--- config.mk ---
export PLATFORM = sky130hd
export DESIGN_NAME = flat_unpacker_flat
export DESIGN_NICKNAME = d
export VERILOG_FILES = /design/src/rtl/flat_unpacker_pkg.sv /design/src/rtl/flat_unpacker_if.sv /design/src/rtl/flat_unpacker.sv /design/src/flat_wrapper.sv
export SDC_FILE = /design/constraint.sdc
export NUM_CORES = 1
export LEC_CHECK = 0
export CORE_UTILIZATION = 30
export CTS_CLUSTER_SIZE = 16
export DETAILED_ROUTE_END_ITERATION = 7
export PLACE_DENSITY = 0.61
export SLEW_MARGIN = 20
export SYNTH_ARGS = -nofsm -noshare
export SYNTH_HDL_FRONTEND = slang
export SYNTH_SLANG_ARGS = --single-unit
--- constraint.sdc ---
create_clock -name clk -period 2.45 [get_ports clk]
set_input_delay 0.49 -clock clk [delete_from_list [all_inputs] [get_ports clk]]
set_output_delay 0.49 -clock clk [all_outputs]
set_load 0.03 [all_outputs]
--- src/rtl/flat_unpacker_pkg.sv ---
// Helpers for the flatten convention shared by the flat packer/unpacker family.
// Element i of a flattened word occupies bits [(i+1)*width-1 -: width].
package flat_unpacker_pkg;

    localparam int unsigned MaxElemWidth = 256;
    localparam int unsigned MaxFlatWidth = 4096;

    // Index width for a counter over n elements; never narrower than one bit.
    function automatic int unsigned idx_width(input int unsigned n);
        return (n > 1) ? unsigned'($clog2(n)) : 1;
    endfunction

    function automatic logic [MaxElemWidth-1:0] flat_get(
        input logic [MaxFlatWidth-1:0] flat,
        input int unsigned             width,
        input int unsigned             i
    );
        logic [MaxFlatWidth-1:0] shifted;
        logic [MaxElemWidth-1:0] mask;
        shifted = flat >> (i * width);
        mask    = (width >= MaxElemWidth) ? '1 : ~({MaxElemWidth{1'b1}} << width);
        return shifted[MaxElemWidth-1:0] & mask;
    endfunction

endpackage

--- src/rtl/flat_unpacker_if.sv ---
// Word-in / element-out handshake bundle for flat_unpacker.
interface flat_unpacker_if #(
    parameter int unsigned WIDTH      = 8,
    parameter int unsigned N_ELEMENTS = 4
);
    import flat_unpacker_pkg::*;

    localparam int unsigned IdxWidth = idx_width(N_ELEMENTS);

    logic [WIDTH*N_ELEMENTS-1:0] i_data;
    logic                        i_valid;
    logic                        i_ready;
    logic [WIDTH-1:0]            o_data;
    logic [IdxWidth-1:0]         o_index;
    logic                        o_last;
    logic                        o_valid;
    logic                        o_ready;

    modport master (
        output i_data, i_valid, o_ready,
        input  i_ready, o_data, o_index, o_last, o_valid
    );

    modport slave (
        input  i_data, i_valid, o_ready,
        output i_ready, o_data, o_index, o_last, o_valid
    );

endinterface

--- src/rtl/flat_unpacker.sv ---
// Serialises one flattened word into N_ELEMENTS single elements, element 0 first.
// Zero-bubble between words via the combinational o_ready -> i_ready path on the last element.
module flat_unpacker
    import flat_unpacker_pkg::*;
#(
    parameter int unsigned WIDTH      = 8,
    parameter int unsigned N_ELEMENTS = 4
) (
    input  logic            clk,
    input  logic            reset_n,
    flat_unpacker_if.slave  bus
);

    localparam int unsigned       IdxWidth = idx_width(N_ELEMENTS);
    localparam logic [IdxWidth-1:0] LastIdx = IdxWidth'(N_ELEMENTS - 1);

    typedef enum logic [0:0] {StIdle, StSend} state_e;

    state_e                      state_q, state_d;
    logic [IdxWidth-1:0]         idx_q, idx_d;
    logic [WIDTH*N_ELEMENTS-1:0] hold_q, hold_d;

    logic at_last;
    logic in_xfer;
    logic out_xfer;

    assign at_last  = (idx_q == LastIdx);
    assign in_xfer  = bus.i_valid && bus.i_ready;
    assign out_xfer = bus.o_valid && bus.o_ready;

    // Refill is allowed while the last element leaves; held low during reset.
    assign bus.i_ready = reset_n && ((state_q == StIdle) || (bus.o_ready && at_last));

    assign bus.o_valid = (state_q == StSend);
    assign bus.o_index = idx_q;
    assign bus.o_last  = at_last;
    assign bus.o_data  = WIDTH'(flat_get(MaxFlatWidth'(hold_q), WIDTH, 32'(idx_q)));

    always_comb begin
        state_d = state_q;
        idx_d   = idx_q;
        hold_d  = hold_q;
        unique case (state_q)
            StIdle: begin
                if (in_xfer) begin
                    state_d = StSend;
                    hold_d  = bus.i_data;
                    idx_d   = '0;
                end
            end
            StSend: begin
                if (out_xfer) begin
                    if (!at_last) begin
                        idx_d = idx_q + IdxWidth'(1);
                    end else if (in_xfer) begin
                        hold_d = bus.i_data;
                        idx_d  = '0;
                    end else begin
                        state_d = StIdle;
                        idx_d   = '0;
                    end
                end
            end
            default: state_d = StIdle;
        endcase
    end

    always_ff @(posedge clk) begin
        if (!reset_n) begin
            state_q <= StIdle;
            idx_q   <= '0;
            hold_q  <= '0;
        end else begin
            state_q <= state_d;
            idx_q   <= idx_d;
            hold_q  <= hold_d;
        end
    end

endmodule

--- src/flat_wrapper.sv ---
// flat-port wrapper written by rule: the top's interface ports become plain ports
module flat_unpacker_flat import flat_unpacker_pkg::*;
#(
    parameter int unsigned WIDTH      = 8,
    parameter int unsigned N_ELEMENTS = 4
)
  (clk, reset_n, bus_i_data, bus_i_valid, bus_o_ready, bus_i_ready, bus_o_data, bus_o_index, bus_o_last, bus_o_valid);
  flat_unpacker_if #(.WIDTH(WIDTH), .N_ELEMENTS(N_ELEMENTS)) bus_i ();
  input  logic clk;
  input  logic reset_n;
  input wire logic [$bits(bus_i.i_data)-1:0] bus_i_data;
  input wire logic [$bits(bus_i.i_valid)-1:0] bus_i_valid;
  input wire logic [$bits(bus_i.o_ready)-1:0] bus_o_ready;
  output wire logic [$bits(bus_i.i_ready)-1:0] bus_i_ready;
  output wire logic [$bits(bus_i.o_data)-1:0] bus_o_data;
  output wire logic [$bits(bus_i.o_index)-1:0] bus_o_index;
  output wire logic [$bits(bus_i.o_last)-1:0] bus_o_last;
  output wire logic [$bits(bus_i.o_valid)-1:0] bus_o_valid;
  assign bus_i.i_data = bus_i_data;
  assign bus_i.i_valid = bus_i_valid;
  assign bus_i.o_ready = bus_o_ready;
  assign bus_i_ready = bus_i.i_ready;
  assign bus_o_data = bus_i.o_data;
  assign bus_o_index = bus_i.o_index;
  assign bus_o_last = bus_i.o_last;
  assign bus_o_valid = bus_i.o_valid;
  flat_unpacker #(.WIDTH(WIDTH), .N_ELEMENTS(N_ELEMENTS)) u_core (.clk(clk), .reset_n(reset_n), .bus(bus_i));
endmodule
## Yosys cells after proc, flatten, opt, wreduce, memory -nomap -nowiden

Cells that the tools add are included.

- Register bits after elaboration: 35
- Output and inout port bits: 13
- Logic and storage cells: 29

- Add/subtract/negate cells: 1
- Equal/unequal tests: 4
- Shifts and indexed selects: 1
- Multiplexer cells: 12
- Bitwise operators: 1
- Reductions and logical operators: 7

Operators by type and width:

| kind | number |
|---|---|
| $mux W32 | 3 |
| $pmux W32 S2 | 1 |
| $shr A32 B5 Y8 | 1 |
| $mux W2 | 3 |
| $logic_and A1 B1 Y1 | 4 |
| $ne A2 B2 Y1 const B | 2 |
| $pmux W2 S2 | 1 |
| $reduce_and A2 Y1 | 2 |
| $mux W1 | 3 |
| $add A2 B1 Y2 const B | 1 |
| $eq A2 B2 Y1 const B | 1 |
| $ne A2 B1 Y1 const B | 1 |
| $pmux W1 S2 | 1 |
| $logic_or A1 B1 Y1 | 1 |
| $not A1 Y1 | 1 |

## Depth between registers and ports, before layout

Gate-level depths: netlist of run 1.

- Depth in word-level cells: 9
- Gate-level depth with buffers: 5

## Worst setup path after synthesis of run 1

Ideal clock, no wire load.

- Path kind: register -> output
- Start point: register u_core.idx_q[1] (netlist: u_core.bus.o_index[1])
- End point: output bus_i_ready
- Arrival: 1.551 ns
- Required time: 1.960 ns
- Setup slack: 0.409 ns
- Cell stages (with the launch flop): 4
- Buffers on the path: 0
- Path through: dfxtp_1 ha_1 a21boi_4 nor2b_1

- Word-level cells in the longest chain between the ends: 4

RTL lines:

| element | RTL line | RTL |
|---|---|---|
| from (decl) | flat_unpacker.sv:20 | `logic [IdxWidth-1:0] idx_q, idx_d;` |
| from (signal assigned) | flat_unpacker.sv:75 | `idx_q <= idx_d;` |
| $eq A2 B2 Y1 | flat_unpacker.sv:27 | `assign at_last = (idx_q == LastIdx);` |
| via bus_o_last | flat_wrapper.sv:17 | `output wire logic [$bits(bus_i.o_last)-1:0] bus_o_last;` |
| $logic_and A1 B1 Y1 | flat_unpacker.sv:32 | `assign bus.i_ready = reset_n && ((state_q == StIdle) \|\| (bus.o_ready && at_last));` |
| $logic_or A1 B1 Y1 | flat_unpacker.sv:32 |  |
| $logic_and A1 B1 Y1 | flat_unpacker.sv:32 |  |
| to (decl) | flat_wrapper.sv:14 | `output wire logic [$bits(bus_i.i_ready)-1:0] bus_i_ready;` |

The timed path passes the listed nets, and every way through them passes these cells.

## Final worst setup path of run 1

- Start point: register u_core.idx_q[0] (netlist: u_core.bus.o_index[0])
- End point: output bus_o_data[3]

- Word-level cells in the longest chain between the ends: 1

RTL lines:

| element | RTL line | RTL |
|---|---|---|
| $shr A32 B5 Y8 | flat_unpacker_pkg.sv:20 | `shifted = flat >> (i * width);` |
| to (decl) | flat_wrapper.sv:15 | `output wire logic [$bits(bus_i.o_data)-1:0] bus_o_data;` |

Every way passes these cells.

==> results of run 1 <==
[metal layers]
metal	share of wire	vias up	wire [µm]
met2	0.49	28	1490
met4	0.0072	0	22
met5	0	-	0
li1	-	608	-
met3	0.044	2	135
met1	0.46	525	1390
[worst min-delay path by stage]
stage | to | startpoint | slack [ps]
after global placement | u_core.hold_q[21] | u_core.hold_q[21] | 440
after floorplan | u_core.hold_q[12] | u_core.hold_q[12] | 430
after global routing | u_core.hold_q[24] | u_core.hold_q[24] | 470
after detailed placement | u_core.hold_q[25] | u_core.hold_q[25] | 450
final | u_core.hold_q[2] | u_core.hold_q[2] | 450
after CTS | u_core.hold_q[26] | u_core.hold_q[26] | 460
[worst reg2reg max path, stage by stage, from the launching register on]
cell and delay, ps:
dfxtp_2 470, ha_1 290, a21boi_4 90, nor2_4 110, buf_4 290, mux2i_1 230
[placed cells by master (no fill, tap or decap), types with 2 or more instances in the layout]
master	instances
clkdlybuf4s50_1	42
mux2i_1	33
dfxtp_1	34
a32oi_1	2
inv_1	32
mux4_2	8
clkbuf_8	6
nor2b_1	3
dlymetal6s2s_1	5
buf_4	7
nand2_1	33
[per-stage QoR]
step	hold slack, ps	worst slack [ps]	power, mW
6_report	454	118	1.26
5_1_grt	473	42.3	1.33
4_1_cts	457	17.2	1.29
3_5_place_dp	447	164	0.872
3_3_place_gp	441	161	0.870
2_1_floorplan	432	409	0.771
[state kept, by name, summed over array words and instances, names as in the netlist]
signal              count
u_core.bus.o_valid      1
u_core.bus.o_index      2
u_core.hold_q          32
[logic make-up (layout without fill, tap and decap cells)]
kind of cell,after synthesis,count (layout),share of synthesized area
AO/OA/AOI/OAI,4,4,0.0271
AND/OR/NAND/NOR,38,38,0.0974
adder cells (fa/ha/maj),1,1,0.00773
multiplexers,41,41,0.315
buffers and inverters,41,93,0.120
flip-flops,35,35,0.433
[synth_stat cells]
master    number  share of area
a21boi_4       1          0.012
a32oi_1        2          0.011
buf_2          2         0.0062
buf_4          1         0.0046
buf_8          3          0.028
clkbuf_1       3         0.0070
dfxtp_1       35           0.43
ha_1           1         0.0077
inv_1         32          0.074
mux2i_1       33           0.20
mux4_2         8           0.11
nand2_1       33          0.077
nor2_1         1         0.0023
nor2_4         1         0.0070
nor2b_1        3          0.012
o21a_1         1         0.0046
[what timing repair did]
item	in CTS	in global routing
hold buffers	0	0
gates resized for setup	1	5
setup endpoints to repair	8	5
[power by group through the flow]
stage / sequential [mW] / combinational [mW] / clock, mW
floorplan: 0.640 / 0.131 / 0
global placement: 0.641 / 0.229 / 0
detailed placement: 0.642 / 0.230 / 0
CTS: 0.629 / 0.231 / 0.425
global route: 0.634 / 0.245 / 0.447
finish: 0.630 / 0.225 / 0.407
[layout make-up]
| cell class | instances | area (µm²) | share of cell area |
|---|---|---|---|
| clock buffers | 6 | 82.6 | 0.0366 |
| clock inverters | 1 | 5.00 | 0.00222 |
| inverters | 32 | 120 | 0.0532 |
| multi-input cells | 84 | 724 | 0.321 |
| flip-flops and latches | 35 | 702 | 0.311 |
| well taps | 70 | 87.6 | 0.0388 |
| repair buffers | 54 | 536 | 0.237 |
==> results.sh, run 1 <==
export IMPL_vias=1163
export IMPL_drc=0
export IMPL_use_met2=0.204
export IMPL_num_io_pins=49
export IMPL_fin_cells=282
export IMPL_finalNetCount=249
export IMPL_holdPathStages=2
export IMPL_cts_setup_buffers=0
export IMPL_ant_nets=0
export IMPL_finalHoldViolCount=0
export IMPL_cp_max_fo=4
export IMPL_clock_latency_ps=280
export IMPL_syn_avg_cell_area_um2=10.1
export IMPL_crit_family="buffers and inverters"
export IMPL_place_area_um2=2160
export IMPL_design_area_um2=2260
export IMPL_grt_pass1_vias=1120
export IMPL_grt_start_max_net_pins=35
export IMPL_gr_total_overflow=0
export IMPL_die_w_um=75.5
export IMPL_drive_above_1_share=0.118
export IMPL_slowest_delay_ps=610
export IMPL_tns_ps=0
export IMPL_synth_area_um2=1620
export IMPL_grt_pass1_wl_um=4930
export IMPL_diodes=0
export IMPL_post_drt_wl_per_cell_um=10.8
export IMPL_min_period_ps=2330
export IMPL_routed_wl_um=3040
export IMPL_area_delta_synth_final_pct=39.4
export IMPL_cts_root_buffer="clkbuf_8"
export IMPL_initial_utilization=0.315
export IMPL_worstHoldPathType="flip-flop to flip-flop"
export IMPL_yosys_cell_types_count=16
export IMPL_htreeDepth=2
export IMPL_die_h_um=75.5
export IMPL_clk_pin_slew_ps=60
export IMPL_yosys_warnings=0
export IMPL_p_int_mw=0.958
export IMPL_switching_share=0.241
export IMPL_cts_tree="built"
export IMPL_power_density_nw_per_um2=559
export IMPL_crit_start="u_core.bus.o_index[0]"
export IMPL_antenna_found_initial=0
export IMPL_clock_skew_ps=3.21
export IMPL_fin_util=0.439
export IMPL_hpwlAfterDp_um=2170
export IMPL_slew_violations=0
export IMPL_power_leakage_nw=1.03
export IMPL_cp_data_arrival_time_ps=1840
export IMPL_drt_iter0_markers=44
export IMPL_crit_required_ps=1960
export IMPL_synth_cells=160
export IMPL_fp_coreArea_um2=5140
export IMPL_worst_pin_slew_ps=345
export IMPL_die_area_um2=5690
export IMPL_crit_path_end_kind="output port"
export IMPL_startpoint_type="flip-flop"
export IMPL_critPathSlowestCell="clkdlybuf4s50_1"
export IMPL_r2r_start="u_core.bus.o_index[1]"
export IMPL_fill_cells=544
export IMPL_use_met1=0.131
export IMPL_via_per_inst=4.12
export IMPL_cp_endpoint="bus_o_data[3]"
export IMPL_max_slew_margin=0.770
export IMPL_busiest_layer="met2"
export IMPL_switchingPower_mw=0.304
export IMPL_r2r_slack_ps=910
export IMPL_cp_depth=3
export IMPL_crit_type="flip-flop to output port"
export IMPL_port_buffer_count=48
export IMPL_pwr_share_clk=0.322
export IMPL_r2r_end="u_core.hold_q[8]"
export IMPL_synthesis_nets=197
export IMPL_max_freq_mhz=429
export IMPL_crit_buf_inv=2
export IMPL_period_share=0.952
export IMPL_yosys_register_bits=35
export IMPL_sequentialPowerShare=0.499
export IMPL_met3_usage=0.0410
export IMPL_dp_cells=275
export IMPL_grt_util_all_layers=0.118
export IMPL_setup_viol=0
export IMPL_combinationalPowerShare=0.179
export IMPL_ir_drop_mv=0.314
export IMPL_status="finished, final reports clean"
export IMPL_rows=26
export IMPL_cap_violations=0
export IMPL_gp_congestion=0.720
export IMPL_reg2reg_depth=5
export IMPL_ys_seq_area_frac=0.433
export IMPL_clock_sinks=35
export IMPL_first_pass_iters=4
export IMPL_numCtsBuffers=5
export IMPL_crit_chain="buf_4, mux4_2, clkdlybuf4s50_1"
export IMPL_rsz0062_at_grt="no"
export IMPL_cts_buffer_depth=2
No activity file was read; power rests on OpenSTA's default activity.
==> run 2: changes to the inputs <==
--- a/config.mk
+++ b/config.mk
@@ -9,6 +9,7 @@
 export CTS_CLUSTER_SIZE = 16
 export DETAILED_ROUTE_END_ITERATION = 7
 export PLACE_DENSITY = 0.61
+export REMOVE_ABC_BUFFERS = 1
 export SLEW_MARGIN = 20
 export SYNTH_ARGS = -nofsm -noshare
 export SYNTH_HDL_FRONTEND = slang
==> constraint.sdc (replaced) <==
create_clock -name clk -period 2.45 [get_ports clk]
set_input_delay 0.49 -clock clk [delete_from_list [all_inputs] [get_ports clk]]
set_output_delay 0.49 -clock clk [all_outputs]
set_load 0.01 [all_outputs]
==> run 2 against run 1 <==
- sequential power about the same
- worst hold slack got worse by 2.4 ps
- maximum frequency increased by 2.1%
- flip-flop and latch count unchanged
- register-to-register slack improved by 40 ps
- sequential share of layout area decreased by 0.24 points
- largest cell class unchanged
==> results.sh, run 2 (synthesis gave the netlist of run 1 again) <==
export IMPL_status="finished, final reports clean"
export IMPL_period_share=0.933
export IMPL_critPathSlowestCell="clkdlybuf4s50_1"
export IMPL_startpoint_type="input pin"
export IMPL_clk_pin_slew_ps=60
export IMPL_p_total_mw=1.28
export IMPL_largest_register_ffs=32
export IMPL_gr_total_overflow=0
export IMPL_grt_start_max_net_pins=37
export IMPL_area_sequential_um2=701
export IMPL_diodes=0
export IMPL_layout_commonest_cell="clkdlybuf4s50_1"
export IMPL_max_freq_mhz=438
export IMPL_via_per_inst=4.04
export IMPL_final_cell_mix="clkdlybuf4s50_1, dfxtp_1, nand2_1, mux2i_1, inv_1"
export IMPL_crit_path_end_kind="output port"
export IMPL_met3_usage=0.0463
export IMPL_use_met1=0.132
export IMPL_holdPathStages=2
export IMPL_drive_above_1_share=0.108
export IMPL_die_w_um=75.5
export IMPL_cts_tree="built"
export IMPL_cts_setup_buffers=0
export IMPL_clock_skew_ps=4.58
export IMPL_setup_viol=0
export IMPL_clock_sinks=35
export IMPL_fp_coreArea_um2=5140
export IMPL_port_buffer_count=48
export IMPL_area_delta_synth_final_pct=40.3
export IMPL_crit_type="input pin to output port"
export IMPL_grt_pass1_vias=1045
export IMPL_die_h_um=75.5
export IMPL_grt_pass1_wl_um=4620
export IMPL_ir_drop_mv=0.236
export IMPL_multi_input_area_um2=724
export IMPL_cts_repair_resize_count=0
export IMPL_first_pass_iters=2
export IMPL_ant_nets=0
export IMPL_fill_cells=513
export IMPL_grt_util_all_layers=0.112
export IMPL_cts_buffer_depth=2
export IMPL_routed_wl_um=2870
export IMPL_crit_path_frequent_cell="clkdlybuf4s50_1"
export IMPL_power_density_nw_per_um2=565
export IMPL_cts_root_buffer="clkbuf_8"
export IMPL_finalNetCount=249
export IMPL_slowest_delay_ps=570
export IMPL_regMostFlops="u_core.hold_q"
export IMPL_crit_chain="clkdlybuf4s50_1, a21boi_4, nor2b_1, clkdlybuf4s50_1"
export IMPL_post_drt_wl_per_cell_um=10.1
export IMPL_worstHoldPathType="flip-flop to flip-flop"
export IMPL_cap_violations=0
export IMPL_crit_required_ps=1960
export IMPL_cp_max_fo=4
export IMPL_rsz0062_at_grt="no"
export IMPL_cp_data_arrival_time_ps=1790
export IMPL_tns_ps=0
export IMPL_busiest_layer="met2"
export IMPL_num_io_pins=49
export IMPL_cts_hold_buf=0
export IMPL_finalHoldViolCount=0
export IMPL_gp_congestion=0.687
export IMPL_drt_iter0_markers=7
export IMPL_clock_latency_ps=280
export IMPL_die_area_um2=5690
export IMPL_antenna_found_initial=0
export IMPL_hpwlAfterDp_um=2030
export IMPL_power_leakage_nw=0.953
export IMPL_use_met2=0.179
export IMPL_initial_utilization=0.315
export IMPL_rows=26
export IMPL_min_period_ps=2280
export IMPL_numCtsBuffers=5
export IMPL_worst_pin_slew_ps=362
export IMPL_vias=1142
export IMPL_htreeDepth=2
export IMPL_drc=0
export IMPL_slew_violations=0
export IMPL_max_slew_margin=0.758
export IMPL_reg2reg_depth=6
==> run 2: power breakdown <==
group	total, mW	internal, mW	switching (mW)
combinational	0.206	0.131	0.0743
sequential	0.628	0.609	0.0184
clock	0.450	0.256	0.194
total	1.28	0.997	0.287
==> run 2: worst paths after layout <==
path	start	to	slack, ps
setup / recovery	bus_o_ready	bus_i_ready	170
hold / removal	u_core.hold_q[14]	u_core.hold_q[14]	450
setup reg to reg	u_core.bus.o_index[1]	u_core.hold_q[13]	950
hold reg to reg	u_core.hold_q[14]	u_core.hold_q[14]	450
==> run 2: cell type report <==
type | count | area share
Clock buffer | 8 | 0.0441
Inverter | 32 | 0.0529
Multi-Input combinational cell | 84 | 0.319
Sequential cell | 35 | 0.309
Tap cell | 70 | 0.0386
Timing Repair Buffer | 54 | 0.237
==> run 2: metal layers <==
metal / vias up / routed length, µm / part of all wire
met5: - / 0 / 0
met4: 0 / 53 / 0.018
met3: 5 / 171 / 0.060
met2: 27 / 1280 / 0.45
met1: 498 / 1370 / 0.48
li1: 612 / - / -
==> run 2: worst max-delay path: cells and delay by family <==
family,cells,cell delay [ps]
AOI/OAI and AO/OA,1,100
buffers and inverters,2,1100
and+or+nand+nor,1,110
==> run 2: metrics by stage <==
step / hold WS (ps) / utilization / area (µm²) / setup slack, ps / std cells
final: 452 / 0.442 / 2270 / 165 / 283
after global routing: 472 / 0.442 / 2270 / 78.5 / 283
after CTS: 456 / 0.442 / 2270 / 155 / 283
after detailed placement: 447 / 0.422 / 2170 / 155 / 275
after global placement: 440 / 0.422 / 2170 / 157 / 275
after floorplan: 432 / - / 1550 / 329 / 151
